<file path="src/rtl/dmem_pkg.sv">
// Shared state encoding and line/beat geometry helpers for the data-cache fill responder.
package dmem_pkg;

    typedef enum logic [2:0] {
        ST_IDLE  = 3'd0,
        ST_PROBE = 3'd1,
        ST_CHECK = 3'd2,
        ST_WB    = 3'd3,
        ST_RD    = 3'd4,
        ST_FILL  = 3'd5
    } state_e;

    localparam int unsigned DEF_LOG2_LINE_BITS = 7;
    localparam int unsigned DEF_LOG2_BEAT_BITS = 5;

    // Memory beats per cache line; a line never narrower than one beat
    function automatic int unsigned beats_of(input int unsigned log2_line, input int unsigned log2_beat);
        return (log2_line > log2_beat) ? (32'd1 << (log2_line - log2_beat)) : 32'd1;
    endfunction

    function automatic int unsigned line_bytes_of(input int unsigned log2_line);
        return 32'd1 << (log2_line - 3);
    endfunction

    // Beat counters must be able to hold the value BEATS itself
    function automatic int unsigned cnt_width_of(input int unsigned beats);
        return $clog2(beats) + 1;
    endfunction

    localparam int unsigned BEATS     = beats_of(DEF_LOG2_LINE_BITS, DEF_LOG2_BEAT_BITS);
    localparam int unsigned LINEBYTES = line_bytes_of(DEF_LOG2_LINE_BITS);

endpackage

</file>
<file path="src/rtl/line_assembler.sv">
// Collects read beats into a line buffer, lowest slot first, and flags when the line is complete.
module line_assembler
    import dmem_pkg::*;
#(
    parameter int unsigned BEAT_W = 32,
    parameter int unsigned NBEATS = 4,
    parameter int unsigned CNT_W  = cnt_width_of(NBEATS)
) (
    input  logic                       clk,
    input  logic                       reset,
    input  logic                       clear,
    input  logic                       en,
    input  logic                       rvalid,
    input  logic [BEAT_W-1:0]          rdata,
    output logic [BEAT_W*NBEATS-1:0]   line,
    output logic                       full,
    output logic                       last_c
);

    logic [CNT_W-1:0] rcv_cnt;
    logic             take;

    // Beats arriving outside the read phase or after the line is complete are dropped
    assign take   = en && rvalid && !full;
    assign last_c = take && (rcv_cnt == CNT_W'(NBEATS - 1));

    always_ff @(posedge clk or posedge reset) begin
        if (reset) begin
            rcv_cnt <= '0;
            full    <= 1'b0;
            line    <= '0;
        end else if (clear) begin
            rcv_cnt <= '0;
            full    <= 1'b0;
        end else if (take) begin
            for (int unsigned i = 0; i < NBEATS; i++) begin
                if (rcv_cnt == CNT_W'(i)) begin
                    line[i*BEAT_W +: BEAT_W] <= rdata;
                end
            end
            rcv_cnt <= rcv_cnt + CNT_W'(1);
            full    <= last_c;
        end
    end

endmodule

</file>
<file path="src/rtl/dmem_fill_responder.sv">
// Data-cache miss responder: probes the victim, writes back dirty beats, reads the new line
// from backing memory and writes it into the cache with a single fill strobe.
module dmem_fill_responder
    import dmem_pkg::*;
#(
    parameter int unsigned LOG2DCACHEWIDTHBITS = 7,
    parameter int unsigned LOG2DRAMWIDTHBITS   = 5,
    parameter int unsigned LOG2DCACHEDEPTH     = 9
) (
    input  logic                                clk,
    input  logic                                reset,
    input  logic                                dbus_en,
    input  logic [31:0]                         dbus_address,
    input  logic                                dbus_wren,
    output logic                                dbus_wait,
    output logic [31:0]                         dmem_filladdr,
    output logic [(2**LOG2DCACHEWIDTHBITS)-1:0] dmem_filldata,
    output logic                                dmem_fillwe,
    output logic                                dmem_fillrddirty,
    input  logic [31:0]                         dmem_wbaddr,
    input  logic [(2**LOG2DRAMWIDTHBITS)-1:0]   dmem_wbdata,
    input  logic                                dmem_wbwe,
    output logic                                dmem_wback,
    output logic                                mem_req,
    output logic                                mem_we,
    output logic [31:0]                         mem_addr,
    output logic [(2**LOG2DRAMWIDTHBITS)-1:0]   mem_wdata,
    input  logic                                mem_ready,
    input  logic [(2**LOG2DRAMWIDTHBITS)-1:0]   mem_rdata,
    input  logic                                mem_rvalid
);

    localparam int unsigned BEAT_W     = 2**LOG2DRAMWIDTHBITS;
    localparam int unsigned NBEATS     = beats_of(LOG2DCACHEWIDTHBITS, LOG2DRAMWIDTHBITS);
    localparam int unsigned LBYTES     = line_bytes_of(LOG2DCACHEWIDTHBITS);
    localparam int unsigned CNT_W      = cnt_width_of(NBEATS);
    localparam int unsigned BEAT_SHIFT = LOG2DRAMWIDTHBITS - 3;

    state_e             state, state_nxt;
    logic [31:0]        line_addr, line_nxt;
    logic [CNT_W-1:0]   wb_cnt, wb_cnt_nxt;
    logic [CNT_W-1:0]   iss_cnt, iss_cnt_nxt;
    logic               dbus_wait_nxt, fillwe_nxt, fillrddirty_nxt, wback_nxt;
    logic [31:0]        filladdr_nxt;
    logic               mem_req_nxt, mem_we_nxt;
    logic [31:0]        mem_addr_nxt;
    logic [BEAT_W-1:0]  mem_wdata_nxt;
    logic               asm_clear, asm_full, asm_last_c;

    // Store misses allocate exactly like loads; cache depth only sizes the victim address space
    logic unused_ok;
    assign unused_ok = ^{dbus_wren, 32'(LOG2DCACHEDEPTH)};

    function automatic logic [31:0] beat_addr(input logic [31:0] base, input logic [CNT_W-1:0] idx);
        return base + (32'(idx) << BEAT_SHIFT);
    endfunction

    line_assembler #(
        .BEAT_W (BEAT_W),
        .NBEATS (NBEATS),
        .CNT_W  (CNT_W)
    ) u_asm (
        .clk    (clk),
        .reset  (reset),
        .clear  (asm_clear),
        .en     (state == ST_RD),
        .rvalid (mem_rvalid),
        .rdata  (mem_rdata),
        .line   (dmem_filldata),
        .full   (asm_full),
        .last_c (asm_last_c)
    );

    // Next state, counters and next values of every registered output
    always_comb begin
        state_nxt       = state;
        line_nxt        = line_addr;
        wb_cnt_nxt      = wb_cnt;
        iss_cnt_nxt     = iss_cnt;
        mem_req_nxt     = mem_req;
        mem_we_nxt      = mem_we;
        mem_addr_nxt    = mem_addr;
        mem_wdata_nxt   = mem_wdata;
        wback_nxt       = 1'b0;
        asm_clear       = 1'b0;
        dbus_wait_nxt   = 1'b0;
        fillrddirty_nxt = 1'b0;
        fillwe_nxt      = 1'b0;
        filladdr_nxt    = '0;

        case (state)
            ST_IDLE: begin
                if (dbus_en && !dbus_address[31]) begin
                    state_nxt   = ST_PROBE;
                    line_nxt    = dbus_address & ~32'(LBYTES - 1);
                    wb_cnt_nxt  = '0;
                    iss_cnt_nxt = '0;
                    asm_clear   = 1'b1;
                end
            end
            ST_PROBE: begin
                state_nxt = ST_CHECK;
            end
            ST_CHECK: begin
                mem_req_nxt = 1'b1;
                if (dmem_wbwe) begin
                    state_nxt     = ST_WB;
                    mem_we_nxt    = 1'b1;
                    mem_addr_nxt  = dmem_wbaddr;
                    mem_wdata_nxt = dmem_wbdata;
                end else begin
                    state_nxt     = ST_RD;
                    mem_we_nxt    = 1'b0;
                    mem_addr_nxt  = line_addr;
                    mem_wdata_nxt = '0;
                    iss_cnt_nxt   = '0;
                end
            end
            ST_WB: begin
                if (mem_ready) begin
                    wback_nxt     = 1'b1;
                    wb_cnt_nxt    = wb_cnt + CNT_W'(1);
                    mem_we_nxt    = 1'b0;
                    mem_wdata_nxt = '0;
                    if (wb_cnt == CNT_W'(NBEATS - 1)) begin
                        state_nxt    = ST_RD;
                        mem_req_nxt  = 1'b1;
                        mem_addr_nxt = line_addr;
                        iss_cnt_nxt  = '0;
                    end else begin
                        state_nxt    = ST_PROBE;
                        mem_req_nxt  = 1'b0;
                        mem_addr_nxt = '0;
                    end
                end
            end
            ST_RD: begin
                // Issue and receive run independently; rvalid may overlap a later ready
                if (mem_req && mem_ready) begin
                    iss_cnt_nxt = iss_cnt + CNT_W'(1);
                    if (iss_cnt_nxt == CNT_W'(NBEATS)) begin
                        mem_req_nxt  = 1'b0;
                        mem_addr_nxt = '0;
                    end else begin
                        mem_addr_nxt = beat_addr(line_addr, iss_cnt_nxt);
                    end
                end
                if (asm_last_c || asm_full) begin
                    state_nxt    = ST_FILL;
                    mem_req_nxt  = 1'b0;
                    mem_addr_nxt = '0;
                end
            end
            ST_FILL: begin
                state_nxt = ST_IDLE;
            end
            default: begin
                state_nxt = ST_IDLE;
            end
        endcase

        dbus_wait_nxt   = (state_nxt != ST_IDLE);
        fillrddirty_nxt = (state_nxt == ST_PROBE);
        fillwe_nxt      = (state_nxt == ST_FILL);
        if (state_nxt == ST_PROBE) begin
            filladdr_nxt = beat_addr(line_nxt, wb_cnt_nxt);
        end else if (state_nxt == ST_FILL) begin
            filladdr_nxt = line_addr;
        end
    end

    always_ff @(posedge clk or posedge reset) begin
        if (reset) begin
            state            <= ST_IDLE;
            line_addr        <= '0;
            wb_cnt           <= '0;
            iss_cnt          <= '0;
            dbus_wait        <= 1'b0;
            dmem_filladdr    <= '0;
            dmem_fillwe      <= 1'b0;
            dmem_fillrddirty <= 1'b0;
            dmem_wback       <= 1'b0;
            mem_req          <= 1'b0;
            mem_we           <= 1'b0;
            mem_addr         <= '0;
            mem_wdata        <= '0;
        end else begin
            state            <= state_nxt;
            line_addr        <= line_nxt;
            wb_cnt           <= wb_cnt_nxt;
            iss_cnt          <= iss_cnt_nxt;
            dbus_wait        <= dbus_wait_nxt;
            dmem_filladdr    <= filladdr_nxt;
            dmem_fillwe      <= fillwe_nxt;
            dmem_fillrddirty <= fillrddirty_nxt;
            dmem_wback       <= wback_nxt;
            mem_req          <= mem_req_nxt;
            mem_we           <= mem_we_nxt;
            mem_addr         <= mem_addr_nxt;
            mem_wdata        <= mem_wdata_nxt;
        end
    end

endmodule
</file>
<file path="config.mk">
export PLATFORM = sky130hd
export DESIGN_NAME = dmem_fill_responder
export DESIGN_NICKNAME = d
export VERILOG_FILES = /design/src/rtl/dmem_pkg.sv /design/src/rtl/line_assembler.sv /design/src/rtl/dmem_fill_responder.sv
export SDC_FILE = /design/constraint.sdc
export NUM_CORES = 1
export LEC_CHECK = 0
export CORE_UTILIZATION = 45
export DETAILED_ROUTE_END_ITERATION = 8
export GPL_ROUTABILITY_DRIVEN = 0
export GPL_TIMING_DRIVEN = 0
export PLACE_DENSITY_LB_ADDON = 0.3
export SYNTH_ARGS = -nofsm -noshare
export SYNTH_HDL_FRONTEND = slang
export SYNTH_SLANG_ARGS = --single-unit
</file>
<file path="constraint.sdc">
create_clock -name clk -period 20.9 [get_ports clk]
set_input_delay 4.18 -clock clk [delete_from_list [all_inputs] [get_ports clk]]
set_output_delay 4.18 -clock clk [all_outputs]
set_load 0.01 [all_outputs]
</file>
==> results.yml, run 1 <==
sta:
  finalHoldViolations: 0
  finalCritPeriodShare: 0.4063
  post-route-min-period_ps: 8491
  slew_violations: 0
  tightest_slew_ps: 1087
  skew_ps: 22.48
  setup_tns_ps: 0
  rsz0062_at_grt: "no"
  relSlewSlack: 0.2686
  setup_viol: 0
  max_freq_mhz: 117.8
pwr:
  peakVddDrop_mv: 0.07629
  cellPowerDensity_nw_per_um2: 142.2
  power.leakage_nw: 7.748
grt:
  grt_pass1_wl_mm: 63.87
  grt-ovfl-total: 0
  track_usage: 0.2896
  grt_pass1_vias: 10850
  antenna_found_initial: 3
  grt_max_degree: 125
worst_setup_path:
  worst-path-max-fanout: 10
  crit_path_start_kind: "input pin"
  critPathKind: "in -> reg"
  crit_required_ps: 21350
  cp-end-kind: "register"
  crit_start: "dbus_address[31]"
  timing.rr.start: "state[2]"
  arrival_ps: 8940
placed_design:
  dp.final_hpwl_mm: 32.02
  portBuffers: 359
  placed_cell_area_um2: 16880
cells_and_area:
  drive_gt1_frac: 0.1376
  multi_input_area_um2: 5406
  area_delta_synth_final_pct: 40.45
  seqCellArea_um2: 6882
  final_common_cell: "clkdlybuf4s50_1"
  design_area_um2: 17910
  layout_common_cells: "clkdlybuf4s50_1, dfrtp_1, mux2_2"
  nets: 1684
  fill_cells: 2146
die:
  die_w_um: 170.4
  die_area_um2: 29020
  fp.dieH_um: 170.4
  initial_core_util: 0.4578
  core_region_area_um2: 27860
  ios: 365
  rows: 61
synth:
  synth_cells: 1140
  synth_area_leaders: "dfrtp_1, mux2_2, nand2_1, a22o_1, mux2i_1"
  synth_ff_type: "dfrtp_1"
  async_flop_share: 1.000
  syn_area_um2: 12750
  synth_top_area_frac: 0.5395
  yosysTopAreaCell: "dfrtp_1"
  synth-edff-count: 0
  ys_warn_count: 0
  ys_types: 68
  avgSynthCellArea_um2: 11.19
  ys_ff_latch: 275
  synth_nets: 1292
  yosysSeqAreaShare: 0.5395
cts:
  clock_path_buffers: 3
  h-tree-depth: 1
  clock_latency_ps: 560
  ctsResizeCount: 0
  clk_pin_slew_ps: 60
  holdBufCountCts: 0
  cts_inserted_buffers: 29
  cts_tree: "built"
  clock_sinks: 275
  post_cts_buffers: 0
  cts_root_buf: "clkbuf_16"
route:
  antenna_left: 0
  drtIter0Drc: 1338
  viasPerCell: 5.766
  first_pass_iters: 6
  wirelength_mm: 42.80
  route.detailed.drc: 0
  drt-wirelength-per-cell_um: 22.11
  dr_total_vias: 11163
min_path:
  hp-start: "mem_addr[6]"
  min_path_type: "reg -> reg"
run_status:
  status: "completed"
job:
  cap_violations: 0
layout make-up:
class                      count  share of cell area
timing repair buffer         361              0.2037
antenna                        3           0.0004191
multi-input combinational    750              0.3018
tap                          378             0.02640
buffer                        82             0.01914
clock inverter                16             0.01299
sequential                   275              0.3842
inverter                      33            0.007334
clock buffer                  38             0.04407
synthesized netlist by cell type, types with 10 or more instances:
library cell / count
nand2_1: 121
ha_1: 15
and3_1: 12
nand4_1: 15
a21oi_1: 45
nor2_1: 48
a22o_1: 42
a31oi_1: 20
o311ai_0: 10
clkbuf_1: 53
inv_1: 33
buf_1: 13
buf_2: 13
o21ai_0: 60
nand3_1: 37
mux2_2: 138
xnor2_1: 16
nor3_1: 15
mux2i_1: 35
dfrtp_1: 275
and4_1: 10
state kept, by name, indices dropped and copies added (netlist names):
register          cells
mem_wdata            32
dmem_fillrddirty      1
mem_addr             32
mem_we                1
dmem_wback            1
dbus_wait             1
state                 3
dmem_filladdr        32
u_asm.line          128
dmem_fillwe           1
iss_cnt               3
mem_req               1
u_asm.full            1
line_addr            32
wb_cnt                3
u_asm.rcv_cnt         3
cells by family (layout without fill, tap and decap cells):
| logic type | count (synthesis) | count (layout) | share of synthesized area |
|---|---|---|---|
| other cells | 0 | 3 | 0 |
| simple gates | 300 | 300 | 0.1156 |
| buf+inv | 115 | 530 | 0.03659 |
| xor+xnor | 18 | 18 | 0.01236 |
| compound gates | 242 | 242 | 0.1288 |
| flops | 275 | 275 | 0.5395 |
| fa+ha+maj | 17 | 17 | 0.01785 |
| mux | 173 | 173 | 0.1493 |
routing by layer:
| metal | GRT usage | share of wire | vias to the layer above |
|---|---|---|---|
| met5 | 0 | 0 | - |
| met4 | 0.1159 | 0.039 | 0 |
| met3 | 0.06442 | 0.11 | 106 |
| met2 | 0.4774 | 0.47 | 658 |
| met1 | 0.3693 | 0.38 | 5453 |
| li1 | - | - | 4946 |
through the flow:
step	power [mW]	utilization	cells	setup slack, ps	hold WS [ps]
global placement	1.956	0.6038	1877	5806	463.7
CTS	2.542	0.6428	1933	12540	487.3
detailed placement	1.984	0.6061	1879	11980	471.3
finish	2.547	0.6430	1936	12410	482.6
global route	2.670	0.6430	1936	12150	508.0
floorplan	1.393	-	1140	9140	478.0
critical path, cell delays in order:
cell             delay (ps)
clkdlybuf4s50_1         720
inv_1                   130
nand2_1                 250
clkbuf_1                470
clkbuf_1                510
nand3_1                 130
o21ai_0                 150
ha_1                    220
inv_1                    60
fa_1                    410
nor2b_1                 160
nor2_1                  160
nor4_1                  910
a21oi_1                 150
o31ai_1                 310
worst paths after layout:
path	slack (ps)	cells past startpoint	endpoint
max	12410	15	dmem_filladdr[24]
max reg2reg	16070	13	dmem_filladdr[24]
max in group asynchronous	15460	4	dmem_filladdr[10]
min reg2reg	480	2	mem_addr[6]
min	480	2	mem_addr[6]
min in group asynchronous	4060	2	u_asm.line[2]
power by group:
part           total [mW]  internal [mW]  switching [mW]
registers           0.880          0.742           0.137
logic                1.12          0.557           0.562
clock network       0.548          0.330           0.218
(Power assumes the default switching activity.)
==> run 2, diff against run 1 <==
--- a/config.mk
+++ b/config.mk
@@ -5,7 +5,7 @@
 export SDC_FILE = /design/constraint.sdc
 export NUM_CORES = 1
 export LEC_CHECK = 0
-export CORE_UTILIZATION = 45
+export CORE_UTILIZATION = 44
 export DETAILED_ROUTE_END_ITERATION = 8
 export GPL_ROUTABILITY_DRIVEN = 0
 export GPL_TIMING_DRIVEN = 0
==> constraint.sdc (replaced) <==
create_clock -name clk -period 7.62 [get_ports clk]
set_input_delay 1.524 -clock clk [delete_from_list [all_inputs] [get_ports clk]]
set_output_delay 1.524 -clock clk [all_outputs]
set_load 0.01 [all_outputs]
==> results.yml, run 2 (synthesis gave the netlist of run 1 again) <==
cells_and_area:
  area_delta_synth_final_pct: 41.58
  top_register: "u_asm.line"
  fill_cells: 2195
  final_cells: 1944
  nets: 1690
  drive_gt1_frac: 0.1435
  layout_common_cells: "clkdlybuf4s50_1, dfrtp_1, mux2_2"
  final_common_cell: "clkdlybuf4s50_1"
  largest_reg_flops: 128
worst_setup_path:
  arrival_ps: 6450
  critPathBufInv: 5
  reg2regPathDepth: 13
  crit_path_start_kind: "input pin"
  critPathKind: "in -> reg"
  path_cells: "clkdlybuf4s50_1 -> inv_1 -> nand2_1 -> clkbuf_1 -> clkbuf_1 -> nand3_1 -> o21ai_0 -> ha_1 -> inv_1 -> fa_1 -> nor2b_1 -> nor2_1 -> nor4_1 -> a21oi_1 -> o31ai_1"
  crit_required_ps: 8070
  reg2reg_setup_slack_ps: 2660
  cp_top_family: "buffers and inverters"
  crit_cells: 15
  worst-path-max-fanout: 10
  timing.rr.start: "state[2]"
  cp-end-kind: "register"
  crit_slowest_cell: "nor4_1"
  reg2reg_to: "dmem_filladdr[24]"
  slowest_delay_ps: 960
route:
  viasPerCell: 5.791
  antenna_left: 0
  dr_total_vias: 11257
  first_pass_iters: 6
  drt-wirelength-per-cell_um: 21.97
  drtIter0Drc: 1271
  route.detailed.drc: 0
  wirelength_mm: 42.71
pwr:
  power.leakage_nw: 7.820
  swShare: 0.3563
  p_int_mw: 4.526
  clkPwrFrac: 0.222
  power_frac_comb: 0.437
  p_sw_mw: 2.505
  peakVddDrop_mv: 0.1764
  cellPowerDensity_nw_per_um2: 389.4
  pwr-share-seq: 0.341
cts:
  cts_root_buf: "clkbuf_16"
  clk_pin_slew_ps: 60
  ctsResizeCount: 0
  clock_path_buffers: 3
  clock_latency_ps: 570
  clock_sinks: 275
  holdBufCountCts: 0
  cts_inserted_buffers: 30
  h-tree-depth: 1
  cts_tree: "built"
  post_cts_buffers: 0
die:
  core_region_area_um2: 28160
  initial_core_util: 0.4529
  die_area_um2: 29670
  ios: 365
  rows: 61
  die_w_um: 172.3
  fp.dieH_um: 172.3
job:
  cap_violations: 0
sta:
  rsz0062_at_grt: "no"
  hold_slack_ps: 485.0
  finalHoldViolations: 0
  setup_viol: 0
  setup_ws_ps: 1613
  finalCritPeriodShare: 0.7884
  max_freq_mhz: 166.5
  tightest_slew_ps: 1147
  slew_violations: 0
  relSlewSlack: 0.2280
  setup_tns_ps: 0
  skew_ps: 33.78
  post-route-min-period_ps: 6007
placed_design:
  dp.final_hpwl_mm: 32.36
  dp_slack_ps: 1286
  portBuffers: 359
  dp_cells: 1884
grt:
  antenna_found_initial: 5
  grt_pass1_vias: 10820
  track_usage: 0.2859
  grt_pass1_wl_mm: 64.15
  grt_max_degree: 43
  grt-ovfl-total: 0
min_path:
  holdPathEnd: "mem_we"
  hp-start: "mem_we"
  worstHoldPathCells: 1
  min_path_type: "reg -> reg"
run_status:
  status: "completed"
## run 2: cell count changes in the layout (fill, tap and decap cells not counted), moves of 2 or more
cell | before | now
diode_2 | 3 | 5
buf_16 | 2 | 0
clkbuf_8 | 3 | 7
clkbuf_1 | 59 | 55
buf_12 | 0 | 7
## run 2: power by group through the flow
stage	Sequential (mW)	Combinational (mW)	Clock, mW
after global routing	2.46	3.28	1.64
after floorplan	2.57	1.25	0
after global placement	2.39	2.97	0
after CTS	2.39	3.05	1.59
after detailed placement	2.41	3.03	0
final	2.40	3.07	1.56
## run 2: layer usage
| layer | GRT usage | part of all wire | vias to the layer above | wire length [um] |
|---|---|---|---|---|
| met1 | 0.3731 | 0.38 | 5451 | 16420 |
| met4 | 0.1177 | 0.045 | 0 | 1927 |
| met2 | 0.4537 | 0.46 | 713 | 19540 |
| met3 | 0.07118 | 0.11 | 112 | 4830 |
| met5 | 0 | 0 | - | 0 |
| li1 | - | - | 4981 | - |
## run 2: worst max-delay path by stage
| stage | from | endpoint | slack (ps) |
|---|---|---|---|
| floorplan | reset | dbus_wait | 2460 |
| global placement | reset | mem_wdata[22] | 450 |
| detailed placement | dbus_address[31] | dmem_filladdr[28] | 1290 |
| CTS | dbus_address[31] | dmem_filladdr[28] | 1820 |
| global route | dbus_address[31] | dmem_filladdr[24] | 1410 |
| finish | dbus_address[31] | dmem_filladdr[24] | 1610 |
## run 2: per-stage QoR
| stage | power [mW] | cell area, um^2 | utilization |
|---|---|---|---|
| 2_1_floorplan | 3.820 | 12760 | - |
| 3_3_place_gp | 5.357 | 16820 | 0.5974 |
| 3_5_place_dp | 5.438 | 16970 | 0.6024 |
| 4_1_cts | 7.025 | 18050 | 0.6408 |
| 5_1_grt | 7.389 | 18060 | 0.6411 |
| 6_report | 7.031 | 18060 | 0.6412 |
## run 2: layout make-up
type / count / area [um^2] / area share
antenna: 5 / 12.51 / 0.0006929
buffer: 82 / 342.8 / 0.01898
clock buffer: 39 / 854.6 / 0.04732
clock inverter: 16 / 226.5 / 0.01254
inverter: 33 / 127.6 / 0.007067
multi-input combinational: 750 / 5406 / 0.2994
sequential: 275 / 6882 / 0.3811
tap: 378 / 473.0 / 0.02619
timing repair buffer: 366 / 3734 / 0.2067
